**src/rtl/chunked_seq_adder_pkg.sv**
```systemverilog
// Purpose : shared types and sizing helpers for the chunked sequential adder.
// Latency : n/a (types and constant functions only).
// Backpressure: n/a.
// Contents: FSM state encoding, chunk count and counter width computations.
package chunked_seq_adder_pkg;

  typedef enum logic [1:0] {
    IDLE = 2'd0,
    RUN  = 2'd1,
    DONE = 2'd2
  } stateT;

  // Number of CHUNK-bit slices that make up one WIDTH-bit operand.
  function automatic int calcNChunk(input int width, input int chunk);
    return width / chunk;
  endfunction

  // Chunk counter width; a single-chunk build still gets a 1-bit counter.
  function automatic int calcCntWidth(input int nChunk);
    return (nChunk <= 1) ? 1 : $clog2(nChunk);
  endfunction

endpackage

```
**src/rtl/chunked_seq_adder_if.sv**
```systemverilog
// Purpose : operand/result handshake bundle for the chunked sequential adder.
// Latency : n/a (wires only).
// Backpressure: inValid/inReady on the operand side, outValid/outReady on the result side.
// Ports   : master = producer/consumer side, slave = adder side.
interface chunked_seq_adder_if #(
  parameter int WIDTH = 16
) ();

  logic             inValid;
  logic             inReady;
  logic [WIDTH-1:0] a;
  logic [WIDTH-1:0] b;
  logic             cIn;
  logic             sub;
  logic             outValid;
  logic             outReady;
  logic [WIDTH-1:0] sum;
  logic             cOut;
  logic             overflow;

  modport master (
    output inValid, a, b, cIn, sub, outReady,
    input  inReady, outValid, sum, cOut, overflow
  );

  modport slave (
    input  inValid, a, b, cIn, sub, outReady,
    output inReady, outValid, sum, cOut, overflow
  );

endinterface

```
**src/rtl/chunked_seq_adder_chunk_adder.sv**
```systemverilog
// Purpose : combinational CHUNK-bit ripple-carry adder slice.
// Latency : 0 cycles (purely combinational).
// Backpressure: none; no handshake.
// Ports   : a, b, cIn -> sum, cOut.
module chunked_seq_adder_chunk_adder #(
  parameter int CHUNK = 4
) (
  input  logic [CHUNK-1:0] a,
  input  logic [CHUNK-1:0] b,
  input  logic             cIn,
  output logic [CHUNK-1:0] sum,
  output logic             cOut
);

  logic [CHUNK:0] carry;

  always_comb begin
    carry    = '0;
    sum      = '0;
    carry[0] = cIn;
    for (int i = 0; i < CHUNK; i++) begin
      sum[i]       = a[i] ^ b[i] ^ carry[i];
      carry[i + 1] = (a[i] & b[i]) | (carry[i] & (a[i] ^ b[i]));
    end
  end

  assign cOut = carry[CHUNK];

endmodule

```
**src/rtl/chunked_seq_adder.sv**
```systemverilog
// Purpose : WIDTH-bit add/subtract done CHUNK bits per clock, LSB chunk first.
// Latency : outValid rises NCHUNK+1 edges after the accepting edge (inclusive).
// Backpressure: one operation in flight; inReady only in IDLE, result held in DONE until outReady.
// Ports   : Clk, Rst (sync, active-high), bus (slave side of chunked_seq_adder_if).
module chunked_seq_adder
  import chunked_seq_adder_pkg::*;
#(
  parameter int WIDTH = 16,
  parameter int CHUNK = 4
) (
  input logic                 Clk,
  input logic                 Rst,
  chunked_seq_adder_if.slave  bus
);

  localparam int NCHUNK = calcNChunk(WIDTH, CHUNK);
  localparam int CW     = calcCntWidth(NCHUNK);
  localparam logic [CW-1:0] LAST_CNT = CW'(NCHUNK - 1);

  stateT            state;
  stateT            stateNext;
  logic [CW-1:0]    cnt;
  logic [WIDTH-1:0] aReg;
  logic [WIDTH-1:0] bEffReg;
  logic             carryReg;
  logic [WIDTH-1:0] sumReg;
  logic             cOutReg;
  logic             ovfReg;

  logic [CHUNK-1:0] aChunk;
  logic [CHUNK-1:0] bChunk;
  logic [CHUNK-1:0] chunkSum;
  logic             chunkCout;
  logic             lastChunk;

  assign lastChunk = (cnt == LAST_CNT);
  assign aChunk    = aReg[int'(cnt) * CHUNK +: CHUNK];
  assign bChunk    = bEffReg[int'(cnt) * CHUNK +: CHUNK];

  // One slice adder, reused on every RUN cycle with the carry fed back.
  chunked_seq_adder_chunk_adder #(
    .CHUNK (CHUNK)
  ) uChunk (
    .a    (aChunk),
    .b    (bChunk),
    .cIn  (carryReg),
    .sum  (chunkSum),
    .cOut (chunkCout)
  );

  always_ff @(posedge Clk) begin
    if (Rst) begin
      state <= IDLE;
    end else begin
      state <= stateNext;
    end
  end

  always_comb begin
    stateNext = state;
    case (state)
      IDLE:    if (bus.inValid)  stateNext = RUN;
      RUN:     if (lastChunk)    stateNext = DONE;
      DONE:    if (bus.outReady) stateNext = IDLE;
      default:                   stateNext = IDLE;
    endcase
  end

  always_ff @(posedge Clk) begin
    if (Rst) begin
      cnt      <= '0;
      aReg     <= '0;
      bEffReg  <= '0;
      carryReg <= 1'b0;
      sumReg   <= '0;
      cOutReg  <= 1'b0;
      ovfReg   <= 1'b0;
    end else begin
      case (state)
        IDLE: begin
          if (bus.inValid) begin
            // Subtract is a + ~b + 1: invert b once here, seed the carry with 1.
            aReg     <= bus.a;
            bEffReg  <= bus.sub ? ~bus.b : bus.b;
            carryReg <= bus.sub ? 1'b1 : bus.cIn;
            sumReg   <= '0;
            cnt      <= '0;
          end
        end
        RUN: begin
          sumReg[int'(cnt) * CHUNK +: CHUNK] <= chunkSum;
          carryReg <= chunkCout;
          if (lastChunk) begin
            cOutReg <= chunkCout;
            // Top bit of the last chunk is the result MSB.
            ovfReg  <= (aReg[WIDTH-1] == bEffReg[WIDTH-1]) &&
                       (chunkSum[CHUNK-1] != aReg[WIDTH-1]);
            cnt     <= '0;
          end else begin
            cnt <= cnt + CW'(1);
          end
        end
        default: ;
      endcase
    end
  end

  assign bus.inReady  = (state == IDLE);
  assign bus.outValid = (state == DONE);
  assign bus.sum      = sumReg;
  assign bus.cOut     = cOutReg;
  assign bus.overflow = ovfReg;

endmodule

```
**src/flat_wrapper.sv**
```systemverilog
// flat-port wrapper written by rule: the top's interface ports become plain ports
module chunked_seq_adder_flat import chunked_seq_adder_pkg::*;
#(
  parameter int WIDTH = 16,
  parameter int CHUNK = 4
)
  (Clk, Rst, bus_inValid, bus_a, bus_b, bus_cIn, bus_sub, bus_outReady, bus_inReady, bus_outValid, bus_sum, bus_cOut, bus_overflow);
  chunked_seq_adder_if #(.WIDTH(WIDTH)) bus_i ();
  input logic Clk;
  input logic Rst;
  input wire logic [$bits(bus_i.inValid)-1:0] bus_inValid;
  input wire logic [$bits(bus_i.a)-1:0] bus_a;
  input wire logic [$bits(bus_i.b)-1:0] bus_b;
  input wire logic [$bits(bus_i.cIn)-1:0] bus_cIn;
  input wire logic [$bits(bus_i.sub)-1:0] bus_sub;
  input wire logic [$bits(bus_i.outReady)-1:0] bus_outReady;
  output wire logic [$bits(bus_i.inReady)-1:0] bus_inReady;
  output wire logic [$bits(bus_i.outValid)-1:0] bus_outValid;
  output wire logic [$bits(bus_i.sum)-1:0] bus_sum;
  output wire logic [$bits(bus_i.cOut)-1:0] bus_cOut;
  output wire logic [$bits(bus_i.overflow)-1:0] bus_overflow;
  assign bus_i.inValid = bus_inValid;
  assign bus_i.a = bus_a;
  assign bus_i.b = bus_b;
  assign bus_i.cIn = bus_cIn;
  assign bus_i.sub = bus_sub;
  assign bus_i.outReady = bus_outReady;
  assign bus_inReady = bus_i.inReady;
  assign bus_outValid = bus_i.outValid;
  assign bus_sum = bus_i.sum;
  assign bus_cOut = bus_i.cOut;
  assign bus_overflow = bus_i.overflow;
  chunked_seq_adder #(.WIDTH(WIDTH), .CHUNK(CHUNK)) u_core (.Clk(Clk), .Rst(Rst), .bus(bus_i));
endmodule
```
**config.mk**
```make
export PLATFORM = sky130hd
export DESIGN_NAME = chunked_seq_adder_flat
export DESIGN_NICKNAME = d
export VERILOG_FILES = /design/src/rtl/chunked_seq_adder_pkg.sv /design/src/rtl/chunked_seq_adder_if.sv /design/src/rtl/chunked_seq_adder_chunk_adder.sv /design/src/rtl/chunked_seq_adder.sv /design/src/flat_wrapper.sv
export SDC_FILE = /design/constraint.sdc
export NUM_CORES = 1
export LEC_CHECK = 0
export ABC_CLOCK_PERIOD_IN_PS = 4200
export CORE_UTILIZATION = 40
export CTS_BUF_LIST = sky130_fd_sc_hd__clkbuf_16
export DETAILED_ROUTE_END_ITERATION = 10
export PLACE_DENSITY = 0.77
export SKIP_CTS_REPAIR_TIMING = 1
export SYNTH_ARGS = -nofsm -noshare
export SYNTH_HDL_FRONTEND = slang
export SYNTH_HIERARCHICAL = 1
export SYNTH_SLANG_ARGS = --single-unit
```
**constraint.sdc**
```tcl
create_clock -name Clk -period 4.2 [get_ports Clk]
set_input_delay 0.84 -clock Clk [delete_from_list [all_inputs] [get_ports Clk]]
set_output_delay 0.84 -clock Clk [all_outputs]
set_load 0.01 [all_outputs]
```
==> flow_metrics.py, run 1 <==
metrics = {
    "status": {
        "status": "finished, final reports clean",
    },
    "synth": {
        "postSynthCellCount": 266,
        "syn-num-nets": 314,
        "synth_top_family_by_area": "compound AO/OA/AOI/OAI gates",
        "avgSynthCellArea_um2": 9.91,
        "yosys.area_share.simple_pct": 14.9,
        "syn_area_um2": 2640,
        "synth_compound_area_share_pct": 16.4,
        "synth_seq_cells": 55,
        "ys_seq_area_share_pct": 41.8,
        "synth_fa_ha_area_share_pct": 5.89,
        "synth-xor-area-share_pct": 5.32,
        "synth_cell_types": 37,
        "ys_warn_count": 6,
        "synthMuxAreaShare_pct": 9.31,
    },
    "sta": {
        "fin_crit_ps": 3250,
        "period_share_pct": 77.4,
        "finClkSkew_ps": 4.59,
        "max_freq_mhz": 308,
        "finalSetupViolations": 0,
        "relSlewSlack_pct": 37.3,
        "slew_viol_final": 0,
        "rsz0062_at_grt": "false",
        "whs_ps": 459,
        "setup_tns_ps": 0,
        "fin_ws_ps": 951,
        "tightest_slew_ps": 941,
        "hold_violations": 0,
    },
    "clock_tree": {
        "clk_latency_ps": 280,
        "cts_buffer_depth": 2,
        "clock-sinks": 55,
        "cts_tree": "built",
        "clockRootBuffer": "clkbuf_16",
        "cts_max_level": 2,
        "clk_pin_slew_ps": 70,
        "numCtsBuffers": 5,
    },
    "grt": {
        "grt_pass1_wl_um": 9200,
        "antenna_found_initial": 0,
        "grt_remaining_overflow": 0,
        "grt_max_degree": 50,
        "grt_pass1_vias": 1955,
        "grtUsageTotal_pct": 16.5,
    },
    "place": {
        "io_buffer_count": 57,
        "gp_congestion": 0.774,
        "place_inst": 383,
        "place_ws_ps": 1010,
        "dp_hpwl_um": 4030,
    },
    "floorplan": {
        "coreArea_um2": 6350,
        "fp-row-count": 29,
        "die_w_um": 83.2,
        "die_h_um": 83.2,
        "die-area_um2": 6920,
        "pin_count": 58,
        "initial_core_util_pct": 41.5,
    },
    "cells_and_area": {
        "synthToLayoutAreaGrowth_pct": 27.0,
        "diodes": 0,
        "drive_gt1_share_pct": 9.55,
        "final_common_cell": "clkdlybuf4s50_1",
        "fin_cells": 391,
        "layout_common_cells": "56 x clkdlybuf4s50_1, 55 x dfxtp_1, 34 x nand2_1, 21 x nor2_1, 20 x a21oi_1",
        "nets": 361,
    },
    "drt": {
        "ant_nets": 0,
        "routedWlPerCell_um": 14.1,
        "firstDrtPassIters": 5,
        "avgViaCountPerCell": 5.15,
        "vias": 2013,
        "drt-total-wl_um": 5530,
        "drt_iter0_drc": 77,
        "drcViolationCount": 0,
    },
    "power_and_ir_drop": {
        "vdd_drop_max_v": 0.000223,
        "p_leak_uw": 0.00121,
        "power_density_nw_per_um2": 344,
    },
    "worst_setup_path": {
        "cpMaxStageDelayCell": "mux4_2",
        "worstPathCellList": "mux4_2 -> fa_1 -> inv_1 -> fa_1 -> inv_1 -> fa_1 -> inv_1 -> fa_1 -> inv_1 -> nor2b_1 -> a22o_1",
        "worstPathMaxFanout": 5,
        "startpoint_type": "register",
        "arrival_ps": 3480,
        "path_class": "reg2reg",
        "cp.required_ps": 4430,
        "worstSetupEndpointType": "register",
        "slowest_delay_ps": 570,
    },
    "job": {
        "drv_cap": 0,
    },
    "min_path": {
        "min_path_type": "reg2reg",
    },
}
==> synth_stat cells <==
cell / number / share of area [%]
dfxtp_1: 55 / 42
nand2_1: 34 / 4.8
nor2_1: 21 / 3.0
a21oi_1: 20 / 3.8
a211oi_1: 16 / 4.6
a22o_1: 16 / 5.3
xnor2_1: 16 / 5.3
inv_1: 15 / 2.1
mux4_2: 8 / 6.8
buf_2: 7 / 1.3
ha_1: 6 / 2.8
buf_4: 5 / 1.4
clkbuf_1: 5 / 0.71
nor2b_1: 5 / 1.2
fa_1: 4 / 3.0
mux2_2: 4 / 1.7
a21oi_2: 3 / 1.0
nand3b_1: 3 / 0.85
buf_6: 2 / 0.85
mux2i_1: 2 / 0.76
nand2b_1: 2 / 0.47
nor4_2: 2 / 0.95
a221oi_1: 1 / 0.33
a32oi_1: 1 / 0.33
nand3_1: 1 / 0.19
nand4b_1: 1 / 0.33
nor3_1: 1 / 0.19
nor3_4: 1 / 0.62
nor3b_2: 1 / 0.47
nor4b_1: 1 / 0.33
nor4b_2: 1 / 0.57
o21a_1: 1 / 0.29
o21ai_0: 1 / 0.19
o21bai_1: 1 / 0.29
o31ai_1: 1 / 0.29
or3b_1: 1 / 0.33
or4b_4: 1 / 0.52
==> through the flow <==
step,cell area [um^2],util (%),total power (uW)
global placement,3200,50.5,764
CTS,3350,52.7,1160
finish,3350,52.7,1150
global route,3350,52.7,1200
floorplan,2640,-,703
detailed placement,3200,50.5,768
==> critical path, delay by kind of cell, from the launching register on <==
kind / cells / cell delay [ps]
fa+ha+maj: 4 / 1370
buf+inv: 4 / 370
mux: 1 / 570
compound gates: 1 / 180
flops: 1 / 480
simple gates: 1 / 230
==> report_power, final <==
group	internal (uW)	leakage [uW]	switching, uW
Combinational	98.6	0.000688	86.8
Sequential	549	0.000450	22.6
Clock	218	0.0000726	175
==> cells by family after synthesis <==
logic type / Yosys count
AND/OR/NAND/NOR: 76
AO/OA/AOI/OAI: 61
flip-flops: 55
buffers and inverters: 34
XOR/XNOR: 16
multiplexers: 14
adder cells (fa/ha/maj): 10
==> area by class of cell <==
cell class,instances,area [um^2]
clock buffers,5,125
inverters,15,56.3
fillers,563,3000
well taps,77,96.3
multi-input cells,177,1370
repair buffers,59,581
flip-flops and latches,55,1100
clock inverters,3,16.3
==> registers in the layout, summed over array words and instances (netlist names) <==
name / flops
u_core/bus.sum: 16
u_core/carryReg: 1
u_core/cnt: 2
u_core/bus.cOut: 1
u_core/bEffReg: 16
u_core/bus.overflow: 1
u_core/aReg: 16
u_core/state: 2
==> per-layer routing <==
metal	share of wire (%)	wire (um)	track usage, %
met1	44	2450	21.5
met5	0	0	0
met4	1.6	87	4.70
met2	48	2660	27.9
met3	6.0	331	3.38
==> path summary, 6_finish.rpt <==
kind / start / endpoint / slack [ps] / depth (start not counted)
worst max register to register: u_core/cnt[0] / u_core/bus.sum[15] / 950 / 11
worst min register to register: u_core/aReg[14] / u_core/aReg[14] / 460 / 2
worst min-delay path: u_core/aReg[14] / u_core/aReg[14] / 460 / 2
worst max-delay path: u_core/cnt[0] / u_core/bus.sum[15] / 950 / 11
No activity file was read; power rests on OpenSTA's default activity.
==> inputs of run 2 (changes only) <==
--- a/config.mk
+++ b/config.mk
@@ -5,7 +5,7 @@
 export SDC_FILE = /design/constraint.sdc
 export NUM_CORES = 1
 export LEC_CHECK = 0
-export ABC_CLOCK_PERIOD_IN_PS = 4200
+export ABC_CLOCK_PERIOD_IN_PS = 3020
 export CORE_UTILIZATION = 40
 export CTS_BUF_LIST = sky130_fd_sc_hd__clkbuf_16
 export DETAILED_ROUTE_END_ITERATION = 10
==> constraint.sdc (replaced) <==
create_clock -name Clk -period 3.02 [get_ports Clk]
set_input_delay 0.604 -clock Clk [delete_from_list [all_inputs] [get_ports Clk]]
set_output_delay 0.604 -clock Clk [all_outputs]
set_load 0.01 [all_outputs]
==> flow_metrics.py, run 2 (same netlist as run 1, synthesis figures left out) <==
metrics = {
    "status": {
        "status": "finished, final reports clean",
    },
    "drt": {
        "drt-total-wl_um": 5480,
        "ant_nets": 0,
        "wl_met1_um": 2610,
        "drcViolationCount": 0,
        "drt_iter0_drc": 105,
        "wl_met2_um": 2560,
        "avgViaCountPerCell": 5.14,
        "routedWlPerCell_um": 13.8,
        "met3_length_um": 242,
        "top_layer": "met4",
        "firstDrtPassIters": 4,
        "vias": 2036,
    },
    "grt": {
        "grt_remaining_overflow": 0,
        "antenna_found_initial": 0,
        "grt_pass1_vias": 2059,
        "grt_pass1_wl_um": 9520,
        "grtUsageTotal_pct": 16.8,
        "grt_max_degree": 40,
    },
    "clock_tree": {
        "numCtsBuffers": 5,
        "clk_latency_ps": 290,
        "cts_max_level": 2,
        "clk_pin_slew_ps": 70,
        "cts_buffer_depth": 2,
        "cts_tree": "built",
        "clockRootBuffer": "clkbuf_16",
        "clock-sinks": 55,
    },
    "power_and_ir_drop": {
        "power_density_nw_per_um2": 501,
        "p_leak_uw": 0.00125,
        "finalPower_uw": 1720,
        "vdd_drop_max_v": 0.000252,
    },
    "floorplan": {
        "die_w_um": 83.2,
        "pin_count": 58,
        "die_h_um": 83.2,
        "coreArea_um2": 6350,
        "fp-row-count": 29,
        "die-area_um2": 6920,
        "initial_core_util_pct": 41.5,
    },
    "sta": {
        "max_freq_mhz": 344,
        "rsz0062_at_grt": "false",
        "fin_ws_ps": 111,
        "relSlewSlack_pct": 51.8,
        "tightest_slew_ps": 723,
        "finClkSkew_ps": 5.76,
        "slew_viol_final": 0,
        "fin_crit_ps": 2910,
        "hold_violations": 0,
        "period_share_pct": 96.3,
        "finalSetupViolations": 0,
    },
    "cells_and_area": {
        "layout_common_cells": "56 x clkdlybuf4s50_1, 54 x dfxtp_1, 34 x nand2_1, 21 x nor2_1, 20 x a21oi_1",
        "drive_gt1_share_pct": 13.5,
        "utilization_pct": 54.1,
        "diodes": 0,
        "nets": 366,
        "synthToLayoutAreaGrowth_pct": 30.3,
        "final_common_cell": "clkdlybuf4s50_1",
    },
    "place": {
        "place_ws_ps": 63.6,
        "io_buffer_count": 57,
        "dp_hpwl_um": 4040,
        "gp_congestion": 0.840,
    },
    "worst_setup_path": {
        "path_class": "reg2reg",
        "worstSetupEndpointType": "register",
        "startpoint_type": "register",
        "cp.required_ps": 3250,
        "cp-startpoint": "u_core/cnt[0]",
        "r2r-start": "u_core/cnt[0]",
        "worstPathMaxFanout": 4,
        "arrival_ps": 3140,
        "rrSetupSlack_ps": 110,
    },
    "job": {
        "drv_cap": 0,
    },
    "min_path": {
        "min_from": "u_core/aReg[14]",
        "min_path_type": "reg2reg",
    },
}
[run 2: final timing paths]
check                                    endpoint  cells past startpoint
worst min register to register    u_core/aReg[14]                      2
worst max register to register  u_core/bus.sum[3]                     11
worst min-delay path              u_core/aReg[14]                      2
worst max-delay path            u_core/bus.sum[3]                     11
[run 2: report_power, final]
| part | switching, uW | internal [uW] | leakage [uW] |
|---|---|---|---|
| clock network | 258 | 391 | 0.0000856 |
| registers | 26.8 | 762 | 0.000451 |
| logic | 130 | 150 | 0.000713 |
[run 2: metal layers]
metal,up-vias,track usage [%]
met5,-,0
met4,0,5.49
met3,6,3.38
met2,51,27.9
met1,955,21.9
li1,1024,-
[run 2: final cells by class]
cell class / count / area [um^2]
Fill cell: 558 / 2920
Multi-Input combinational cell: 177 / 1380
Sequential cell: 55 / 1100
Timing Repair Buffer: 64 / 631
Clock buffer: 5 / 125
Tap cell: 77 / 96.3
Inverter: 15 / 56.3
Clock inverter: 3 / 42.5
[run 2: worst max-delay path, cell delays in order (launching register included)]
cell and delay [ps]:
dfxtp_4 370, mux4_2 520, fa_2 390, inv_2 60, fa_1 150, inv_1 50
fa_2 330, inv_2 70, fa_1 450, inv_2 110, nor2b_2 180, a22o_1 170
[run 2: stage by stage]
stage	hold WS, ps	TNS, ps	cell area, um^2	std cells
2_1_floorplan	433	0	2650	266
3_5_place_dp	448	0	3250	387
6_report	457	0	3430	396
3_3_place_gp	445	0	3250	387
4_1_cts	458	-28.4	3420	395
5_1_grt	478	0	3430	396
